### config.mk
export PLATFORM = sky130hd
export DESIGN_NAME = alu_evt_core
export DESIGN_NICKNAME = d
export VERILOG_FILES = /design/src/rtl/alu_evt_pkg.sv /design/src/rtl/alu_evt_table.sv /design/src/rtl/alu_evt_core.sv
export SDC_FILE = /design/constraint.sdc
export NUM_CORES = 1
export LEC_CHECK = 0
export CORE_UTILIZATION = 55
export CTS_CLUSTER_DIAMETER = 60
export DETAILED_ROUTE_END_ITERATION = 10
export PLACE_DENSITY = 0.81
export SYNTH_ARGS = -nofsm -noshare
export SYNTH_HDL_FRONTEND = slang
export SYNTH_SLANG_ARGS = --single-unit
### constraint.sdc
create_clock -name clk -period 2.1 [get_ports clk]
set_clock_uncertainty 0.1 [all_clocks]
set_input_delay 0.42 -clock clk [delete_from_list [all_inputs] [get_ports clk]]
set_output_delay 0.42 -clock clk [all_outputs]
set_load 0.01 [all_outputs]
### src/rtl/alu_evt_pkg.sv
// Shared types and the per-bit ALU function for the alu_evt_core slice.
// The optional ALU_EVT_CORE_CNT_EN build adds nothing here.
package alu_evt_pkg;

  typedef enum logic {
    MODE_A = 1'b0,
    MODE_B = 1'b1
  } mode_e;

  typedef enum logic [1:0] {
    OP_A_AND  = 2'b00,
    OP_A_NAND = 2'b01,
    OP_A_OR   = 2'b10,
    OP_A_XOR  = 2'b11
  } op_a_e;

  typedef enum logic [1:0] {
    OP_B_XNOR = 2'b00,
    OP_B_AND  = 2'b01,
    OP_B_NOR  = 2'b10,
    OP_B_OR   = 2'b11
  } op_b_e;

  localparam int EVT_WIDTH = 8;

  // Default-width view of a table entry; the table packs the same fields at any WIDTH.
  typedef struct packed {
    logic                 valid;
    mode_e                mode;
    logic [1:0]           op;
    logic [EVT_WIDTH-1:0] value;
  } evt_entry_t;

  // One result bit; every op is bitwise, so callers apply it across the operand width.
  function automatic logic alu_compute(mode_e mode, logic [1:0] op, logic a, logic b);
    logic r;
    r = 1'b0;
    if (mode == MODE_A) begin
      case (op_a_e'(op))
        OP_A_AND:  r = a & b;
        OP_A_NAND: r = ~(a & b);
        OP_A_OR:   r = a | b;
        OP_A_XOR:  r = a ^ b;
      endcase
    end else begin
      case (op_b_e'(op))
        OP_B_XNOR: r = ~(a ^ b);
        OP_B_AND:  r = a & b;
        OP_B_NOR:  r = ~(a | b);
        OP_B_OR:   r = a | b;
      endcase
    end
    return r;
  endfunction

endpackage

### src/rtl/alu_evt_table.sv
// Event table: DEPTH entries of {valid, mode, op, value}, one write port,
// parallel compare and lowest-index priority select.
module alu_evt_table
  import alu_evt_pkg::*;
#(
  parameter int WIDTH = 8,
  parameter int DEPTH = 4,
  parameter int IDX_W = (DEPTH > 1) ? $clog2(DEPTH) : 1
) (
  input  logic             clk,
  input  logic             rst_n,
  input  logic             wr_en,
  input  logic [IDX_W-1:0] wr_idx,
  input  logic [WIDTH+3:0] wr_data,
  input  logic             cmp_en,
  input  mode_e            cmp_mode,
  input  logic [1:0]       cmp_op,
  input  logic [WIDTH-1:0] cmp_value,
  output logic             hit,
  output logic [IDX_W-1:0] hit_idx
);

  logic [WIDTH+3:0] entries [DEPTH];

  // NOTE: the table is a register file, not a RAM, so every entry takes the
  // async reset; that is what guarantees valid=0 everywhere out of reset.
  // NOTE: sequential state uses non-blocking assignments so all flops see
  // pre-edge values, which is also what makes a same-cycle compare see old contents.
  always_ff @(posedge clk or negedge rst_n) begin
    if (!rst_n) begin
      for (int i = 0; i < DEPTH; i++) entries[i] <= '0;
    end else begin
      // Indices with no matching entry (>= DEPTH) simply select nothing.
      for (int i = 0; i < DEPTH; i++) begin
        if (wr_en && wr_idx == IDX_W'(i)) entries[i] <= wr_data;
      end
    end
  end

  // NOTE: defaults first so no path through the loop leaves hit/hit_idx
  // unassigned, which would otherwise infer latches.
  always_comb begin
    hit     = 1'b0;
    hit_idx = '0;
    // Scan downwards so the lowest matching index is the last one written.
    for (int i = DEPTH - 1; i >= 0; i--) begin
      if (cmp_en && entries[i][WIDTH+3]
          && mode_e'(entries[i][WIDTH+2]) == cmp_mode
          && entries[i][WIDTH+1:WIDTH] == cmp_op
          && entries[i][WIDTH-1:0] == cmp_value) begin
        hit     = 1'b1;
        hit_idx = IDX_W'(i);
      end
    end
  end

endmodule

### src/rtl/alu_evt_core.sv
// Two-mode WIDTH-bit logic ALU with registered result and sticky event interrupt.
// Define ALU_EVT_CORE_CNT_EN to add the saturating evt_cnt hit counter.
module alu_evt_core
  import alu_evt_pkg::*;
#(
  parameter int WIDTH = 8,
  parameter int DEPTH = 4,
  parameter int IDX_W = (DEPTH > 1) ? $clog2(DEPTH) : 1
) (
  input  logic             clk,
  input  logic             rst_n,
  input  logic             alu_enable,
  input  logic             alu_enable_a,
  input  logic             alu_enable_b,
  input  logic [1:0]       alu_op_a,
  input  logic [1:0]       alu_op_b,
  input  logic [WIDTH-1:0] alu_in_a,
  input  logic [WIDTH-1:0] alu_in_b,
  input  logic             alu_irq_clr,
  input  logic             evt_wr_en,
  input  logic [IDX_W-1:0] evt_wr_idx,
  input  logic [WIDTH+3:0] evt_wr_data,
  output logic [WIDTH-1:0] alu_out,
  output logic             alu_out_vld,
  output logic             alu_err,
  output logic             alu_irq,
  output logic [IDX_W-1:0] evt_hit_idx
`ifdef ALU_EVT_CORE_CNT_EN
  ,
  output logic [15:0]      evt_cnt
`endif
);

  logic             legal;
  mode_e            mode;
  logic [1:0]       op;
  logic [WIDTH-1:0] result;
  logic             hit;
  logic [IDX_W-1:0] hit_idx;

  assign legal = alu_enable & (alu_enable_a ^ alu_enable_b);
  assign mode  = alu_enable_b ? MODE_B : MODE_A;
  assign op    = alu_enable_b ? alu_op_b : alu_op_a;

  always_comb begin
    result = '0;
    for (int i = 0; i < WIDTH; i++) result[i] = alu_compute(mode, op, alu_in_a[i], alu_in_b[i]);
  end

  alu_evt_table #(
    .WIDTH (WIDTH),
    .DEPTH (DEPTH),
    .IDX_W (IDX_W)
  ) u_table (
    .clk       (clk),
    .rst_n     (rst_n),
    .wr_en     (evt_wr_en),
    .wr_idx    (evt_wr_idx),
    .wr_data   (evt_wr_data),
    .cmp_en    (legal),
    .cmp_mode  (mode),
    .cmp_op    (op),
    .cmp_value (result),
    .hit       (hit),
    .hit_idx   (hit_idx)
  );

  always_ff @(posedge clk or negedge rst_n) begin
    if (!rst_n) begin
      alu_out     <= '0;
      alu_out_vld <= 1'b0;
      alu_err     <= 1'b0;
      alu_irq     <= 1'b0;
      evt_hit_idx <= '0;
    end else begin
      alu_out_vld <= legal;
      if (legal) alu_out <= result;
      if (alu_enable) alu_err <= alu_enable_a & alu_enable_b;
      // A hit outranks a clear in the same cycle.
      if (hit) begin
        alu_irq     <= 1'b1;
        evt_hit_idx <= hit_idx;
      end else if (alu_irq_clr) begin
        alu_irq <= 1'b0;
      end
    end
  end

`ifdef ALU_EVT_CORE_CNT_EN
  always_ff @(posedge clk or negedge rst_n) begin
    if (!rst_n) begin
      evt_cnt <= '0;
    end else if (hit) begin
      if (evt_cnt != 16'hFFFF) evt_cnt <= evt_cnt + 16'd1;
    end else if (alu_irq_clr) begin
      evt_cnt <= '0;
    end
  end
`endif

endmodule

-- Word level (Yosys, flattened, before mapping)
Index checks and enable logic that the tools add are counted.
- reductions and logical operators: 23
- add/subtract/negate cells: 0
- equal/unequal tests: 18
- shift-type cells: 0
- $mul: 0
- div/mod/pow operators: 0
- bitwise gates (word level): 51
- muxes and demuxes: 36
- order comparisons: 0
- operator list (kind ; count):
    one-hot mux 1 bit (4 select lines) ; 16
    == test 8 bit ; 4
    inverter 1 bit ; 24
    logical AND 1 bit ; 20
    2-to-1 mux 1 bit ; 15
    AND 1 bit ; 10
    2-to-1 mux 2 bit ; 5
    bitwise XOR 1 bit ; 9
    == test 2 bit ; 4
    == test 2 bit, second input constant ; 4
    bitwise OR 1 bit ; 8
    == test 1 bit ; 4
    == test 2 x 1 -> 1 bit, second input constant ; 2
    zero test 2 bit ; 2
    nonzero test 2 bit ; 1
- RAM bits: 0
- latch bits: 0
- ROM bits: 0
- input port bits: 41
- bits in registers: 61
- memories kept: 0
- logic and storage cells: 137
- output and inout bits: 13

-- Logic depth before layout (Yosys ltp)
- depth after elaboration: 11
- gate-level depth with buffers: 11
- depth with buffers taken out: 10

-- Modules after synthesis
From an unflattened synthesis, not the netlist that was laid out.
- cells, all modules: 317
- area total of the unflattened synthesis: 3662.3 µm²
- by module, submodules not included (module ; sequential area each (µm²) ; cells an instance ; area an instance (µm²) ; instances):
    alu_evt_table ; 1201.2 ; 173 ; 2371.0 ; 1
    alu_evt_core ; 325.3 ; 144 ; 1291.2 ; 1

-- Worst setup path before layout
OpenSTA, ideal clock, no wires.
- path type: input-to-reg
- start point: in alu_enable_b
- end point: reg alu_irq
- stages on the path: 10
- slack: -0.590 ns
- arrival time: 2.520 ns
- library setup time: 0.069 ns
- required time: 1.931 ns
- path buffers: 2
- path through: buf_6 mux2i_4 mux2_4 a222oi_1 buf_6 xnor2_2 nand3_1 or4_4 o41ai_2 nand3b_1
- word-level cells in the longest chain between the ends: 11
- elaborated cells between the ends (all ways): 66
- classes of those cells: eq/ne (15); mux (31); bitwise (2); reduce/logical (18)
- RTL lines (item ; line ; source):
    start, declared ; alu_evt_core.sv:14 ; input logic alu_enable_b,
    2-to-1 mux 2 bit or bitwise XOR 1 bit (tied branches) ; alu_evt_core.sv:43, alu_evt_core.sv:41 ;
    == test 2 bit, or another cell as far along ; alu_evt_pkg.sv:39, alu_evt_pkg.sv:46 ;
    one-hot mux 1 bit (4 select lines), or another cell as far along ; alu_evt_pkg.sv:39 ; case (op_a_e'(op))
    2-to-1 mux 1 bit or logical AND 1 bit (tied branches) ; alu_evt_pkg.sv:38, alu_evt_table.sv:48 ;
    == test 8 bit or logical AND 1 bit (tied branches) ; alu_evt_table.sv:50, alu_evt_table.sv:49 ;
    logical AND 1 bit ; alu_evt_table.sv:50 ; && entries[i][WIDTH-1:0] == cmp_value) begin
    2-to-1 mux 1 bit (3 in a row) ; alu_evt_table.sv:47 ; if (cmp_en && entries[i][WIDTH+3]
    2-to-1 mux 1 bit (*) ; alu_evt_table.sv:47 ;
    2-to-1 mux 1 bit or nonzero test 2 bit (tied branches) ; -- ;
    end signal, assigned ; alu_evt_core.sv:73 ; alu_irq <= 1'b0;
    end signal, assigned ; alu_evt_core.sv:81 ; alu_irq <= 1'b1;
    end signal, assigned ; alu_evt_core.sv:84 ; alu_irq <= 1'b0;
    end, declared ; alu_evt_core.sv:26 ; output logic alu_irq,
Mark *: on every way between the ends. The rest lies on a longest branch, timed or not.
A chain may end at the register's enable or synchronous reset.

-- Final worst setup path
- start point: in alu_op_a[0]
- end point: reg alu_irq
- word-level cells in the longest chain between the ends: 11
- elaborated cells between the ends (all ways): 51
- classes of those cells: eq/ne (11); mux (30); reduce/logical (10)
- RTL lines (item ; line ; source):
    start, declared ; alu_evt_core.sv:15 ; input logic [1:0] alu_op_a,
    2-to-1 mux 2 bit (*) ; alu_evt_core.sv:43 ; assign op = alu_enable_b ? alu_op_b : alu_op_a;
    == test 2 bit, or another cell as far along ; alu_evt_pkg.sv:39, alu_evt_pkg.sv:46 ;
    one-hot mux 1 bit (4 select lines) (on tied branches) ; alu_evt_pkg.sv:39, alu_evt_pkg.sv:46 ;
    2-to-1 mux 1 bit ; alu_evt_pkg.sv:38 ; if (mode == MODE_A) begin
    == test 8 bit ; alu_evt_table.sv:50 ;
    logical AND 1 bit ; alu_evt_table.sv:50 ;
    2-to-1 mux 1 bit (3 in a row) ; alu_evt_table.sv:47 ;
    2-to-1 mux 1 bit (*) ; alu_evt_table.sv:47 ;
    2-to-1 mux 1 bit or nonzero test 2 bit (tied branches) ; -- ;
Marked as above.

==> impl_metrics.sql <==
INSERT INTO impl_metrics (metric_group, metric, value, unit) VALUES
('logic_synthesis', 'synth_cell_type_count', '54', ''),
('floorplanning', 'floorplan.die.height', '85.9', 'um'),
('sta', 'number_of_pins_exceeding_their_max_slew_limit_in_the_final_report', '0', ''),
('logic_synthesis', 'sequential_element_share_of_the_synthesized_area', '0.395', ''),
('routing', 'route.met3.wl', '497', 'um'),
('clocking', 'clkLatencyLatePin', '0.35', 'ns'),
('power_and_ir_drop', 'design_power_total', '4.08', 'mW'),
('floorplanning', 'floorplan.rows', '30', ''),
('hold_path', 'hold_path_class', 'flop to flop', ''),
('logic_synthesis', 'syn-cell-area', '0.00387', 'mm2'),
('logic_synthesis', 'synth.ff_latch_count', '61', ''),
('grt', 'grt_first_pass_wirelength', '16.9', 'mm'),
('clocking', 'cts_root_buffer', 'sky130_fd_sc_hd__clkbuf_8', ''),
('logic_synthesis', 'proportion_of_synthesized_flip_flops_having_asynchronous_set_or_reset', '1.00', ''),
('critical_path', 'cp.required', '2.29', 'ns'),
('sta', 'rsz0062_at_grt', 'true', ''),
('final_layout', 'final_design_area_no_fill', '0.00551', 'mm2'),
('sta', 'setup_slack', '-0.314', 'ns'),
('routing', 'first_iter_violations', '160', ''),
('placed_design', 'placement.io_buffers', '53', ''),
('sta', 'final.min_clock_period', '2.41', 'ns'),
('routing', 'drc_errors', '0', ''),
('final_layout', 'layout_common_cells', '61 x sky130_fd_sc_hd__dfrtp_1, 49 x sky130_fd_sc_hd__mux2_2, 47 x sky130_fd_sc_hd__buf_4', ''),
('power_and_ir_drop', 'leak_pwr', '2.41', 'nW'),
('floorplanning', 'num_io_pins', '54', ''),
('sta', 'total_negative_slack', '-0.875', 'ns'),
('critical_path', 'crit_arrival', '2.61', 'ns'),
('final_layout', 'final_nets', '532', ''),
('sta', 'worst_pin_slew', '0.393', 'ns'),
('floorplanning', 'die_width', '85.9', 'um'),
('clocking', 'cts_inserted_buffers', '9', ''),
('sta', 'clock.fmax', '0.414', 'GHz'),
('final_layout', 'mostFrequentLayoutCell', 'sky130_fd_sc_hd__dfrtp_1', ''),
('logic_synthesis', 'synth_edf_count', '0', ''),
('critical_path', 'worstSetupEndpointType', 'flop', ''),
('floorplanning', 'start_util', '0.569', ''),
('routing', 'routed_wirelength', '10.9', 'mm'),
('final_layout', 'drive_above_1_share', '0.449', ''),
('logic_synthesis', 'postSynthCellCount', '364', ''),
('clocking', 'path_clk_slew', '0.08', 'ns'),
('clocking', 'h-tree-depth', '3', ''),
('run_status', 'run_status', 'finished with violations', ''),
('grt', 'grt_antenna_before_repair', '0', ''),
('logic_synthesis', 'ys_warn_count', '0', ''),
('job', 'cap_violations', '0', ''),
('final_layout', 'area_growth', '42.3', '%'),
('routing', 'routedWlPerCell', '19.0', 'um'),
('sta', 'final-setup-viol-count', '3', ''),
('critical_path', 'criticalPathCategory', 'input pin to flop', ''),
('final_layout', 'antenna_cells', '0', ''),
('critical_path', 'cp_slowest_stage_delay', '0.56', 'ns'),
('floorplanning', 'design.core.area', '0.00679', 'mm2'),
('critical_path', 'critical-path-slowest-cell', 'sky130_fd_sc_hd__or4_4', ''),
('critical_path', 'largest_fanout_of_any_net_on_the_critical_path', '5', ''),
('logic_synthesis', 'total_nets_after_synthesis', '422', ''),
('floorplanning', 'floorplan.die_area', '0.00737', 'mm2'),
('placed_design', 'pre_cts_slack', '-1.14', 'ns'),
('placed_design', 'placed_cells', '545', ''),
('power_and_ir_drop', 'peakVddDrop', '0.000641', 'V'),
('grt', 'maximum_number_of_pins_on_one_net_before_global_route_repair', '62', ''),
('routing', 'final_antenna_net_count', '0', ''),
('sta', 'timing_hold_violations_final', '0', ''),
('routing', 'drt-vias-per-instance', '5.74', ''),
('run_status', 'violated_checks', 'negative setup slack', ''),
('sta', 'final.period_utilization', '1.15', ''),
('grt', 'grt_use_total', '0.302', ''),
('routing', 'vias', '3298', ''),
('placed_design', 'postPlaceCellArea', '0.00484', 'mm2'),
('clocking', 'tritoncts', 'built', ''),
('clocking', 'tritoncts_num_sinks', '61', ''),
('logic_synthesis', 'postSynth.topFlopCell', 'sky130_fd_sc_hd__dfrtp_1', '');
routing by layer:
layer / up-vias / global-route usage
met4: 0 / 0.120
met1: 1639 / 0.372
met3: 49 / 0.0654
li1: 1485 / -
met2: 125 / 0.518
met5: - / 0
synth_stat cells (5+ instances only):
cell                       instances  area share
sky130_fd_sc_hd__mux2_2           49        0.14
sky130_fd_sc_hd__nor2b_1          11       0.018
sky130_fd_sc_hd__xor2_1           15       0.034
sky130_fd_sc_hd__inv_1            28       0.027
sky130_fd_sc_hd__a21oi_1          10       0.013
sky130_fd_sc_hd__nand2b_1          7       0.011
sky130_fd_sc_hd__nand2_1          25       0.024
sky130_fd_sc_hd__buf_2             8       0.010
sky130_fd_sc_hd__o21ai_0          10       0.013
sky130_fd_sc_hd__mux2i_1           6       0.016
sky130_fd_sc_hd__dfrtp_1          61        0.39
sky130_fd_sc_hd__xnor2_1          27       0.061
sky130_fd_sc_hd__ha_1             17       0.055
sky130_fd_sc_hd__nand3_1           8       0.010
sky130_fd_sc_hd__nor3_1            5      0.0065
sky130_fd_sc_hd__nor2_1           12       0.012
cell families (layout without fill, tap and decap cells):
group	count (synthesis)	after routing	share of synthesized area
AOI/OAI and AO/OA	53	53	0.113
adders and majority gates	17	17	0.0550
xor gates and xnor gates	43	43	0.0993
buffers and inverters	46	161	0.0511
muxes	58	58	0.171
DFF	61	61	0.395
and+or+nand+nor	86	86	0.115
area by class of cell:
| cell class | instances | area [um2] |
|---|---|---|
| Inverter | 29 | 109 |
| Multi-Input combinational cell | 257 | 2490 |
| Clock inverter | 7 | 98.8 |
| Tap cell | 96 | 120 |
| Timing Repair Buffer | 116 | 1030 |
| Fill cell | 363 | 1290 |
| Clock buffer | 9 | 124 |
| Sequential cell | 61 | 1530 |
what timing repair did:
item / 4_1_cts / 5_1_grt
resized for setup: 93 / 66
pin swaps: 33 / 36
hold endpoints to repair: 61 / 0
hold buffers: 1 / 0
gates cloned: 1 / 0
setup endpoints to repair: 5 / 3
buffers inserted: 7 / 8
sequential cells by signal, summed over array words and instances (netlist names):
name             cells
evt_hit_idx          2
alu_err              1
alu_out              8
u_table.entries     48
alu_irq              1
alu_out_vld          1
power by group:
part | switching (mW) | internal [mW]
sequential | 0.192 | 1.39
combinational | 0.611 | 0.715
clock | 0.504 | 0.673
critical path: cells and delay by family:
family / cells / cell delay (ns)
AO/OA/AOI/OAI: 4 / 0.90
XOR/XNOR: 1 / 0.21
buffers and inverters: 2 / 0.38
AND/OR/NAND/NOR: 2 / 0.70
metrics by stage:
step           hold slack (ns)   util
2_1_floorplan           0.0244      -
3_3_place_gp             0.347  0.713
3_5_place_dp             0.354  0.713
4_1_cts                  0.386  0.776
5_1_grt                  0.410  0.810
6_report                 0.380  0.810
path summary, 6_finish.rpt:
check | startpoint | cells past startpoint | to | slack, ns
worst min register to register | alu_out[7]$_DFFE_PN0P_ | 2 | alu_out[7]$_DFFE_PN0P_ | 0.38
max in group asynchronous | rst_n | 3 | u_table.entries[44]$_DFFE_PN0P_ | 1.13
worst max register to register | u_table.entries[13]$_DFFE_PN0P_ | 8 | evt_hit_idx[0]$_DFFE_PN0P_ | 0.07
min in group asynchronous | rst_n | 3 | u_table.entries[5]$_DFFE_PN0P_ | 0.50
worst min-delay path | alu_out[7]$_DFFE_PN0P_ | 2 | alu_out[7]$_DFFE_PN0P_ | 0.38
worst max-delay path | alu_op_a[0] | 9 | alu_irq$_DFFE_PN0P_ | -0.31
(Power assumes the default switching activity.)
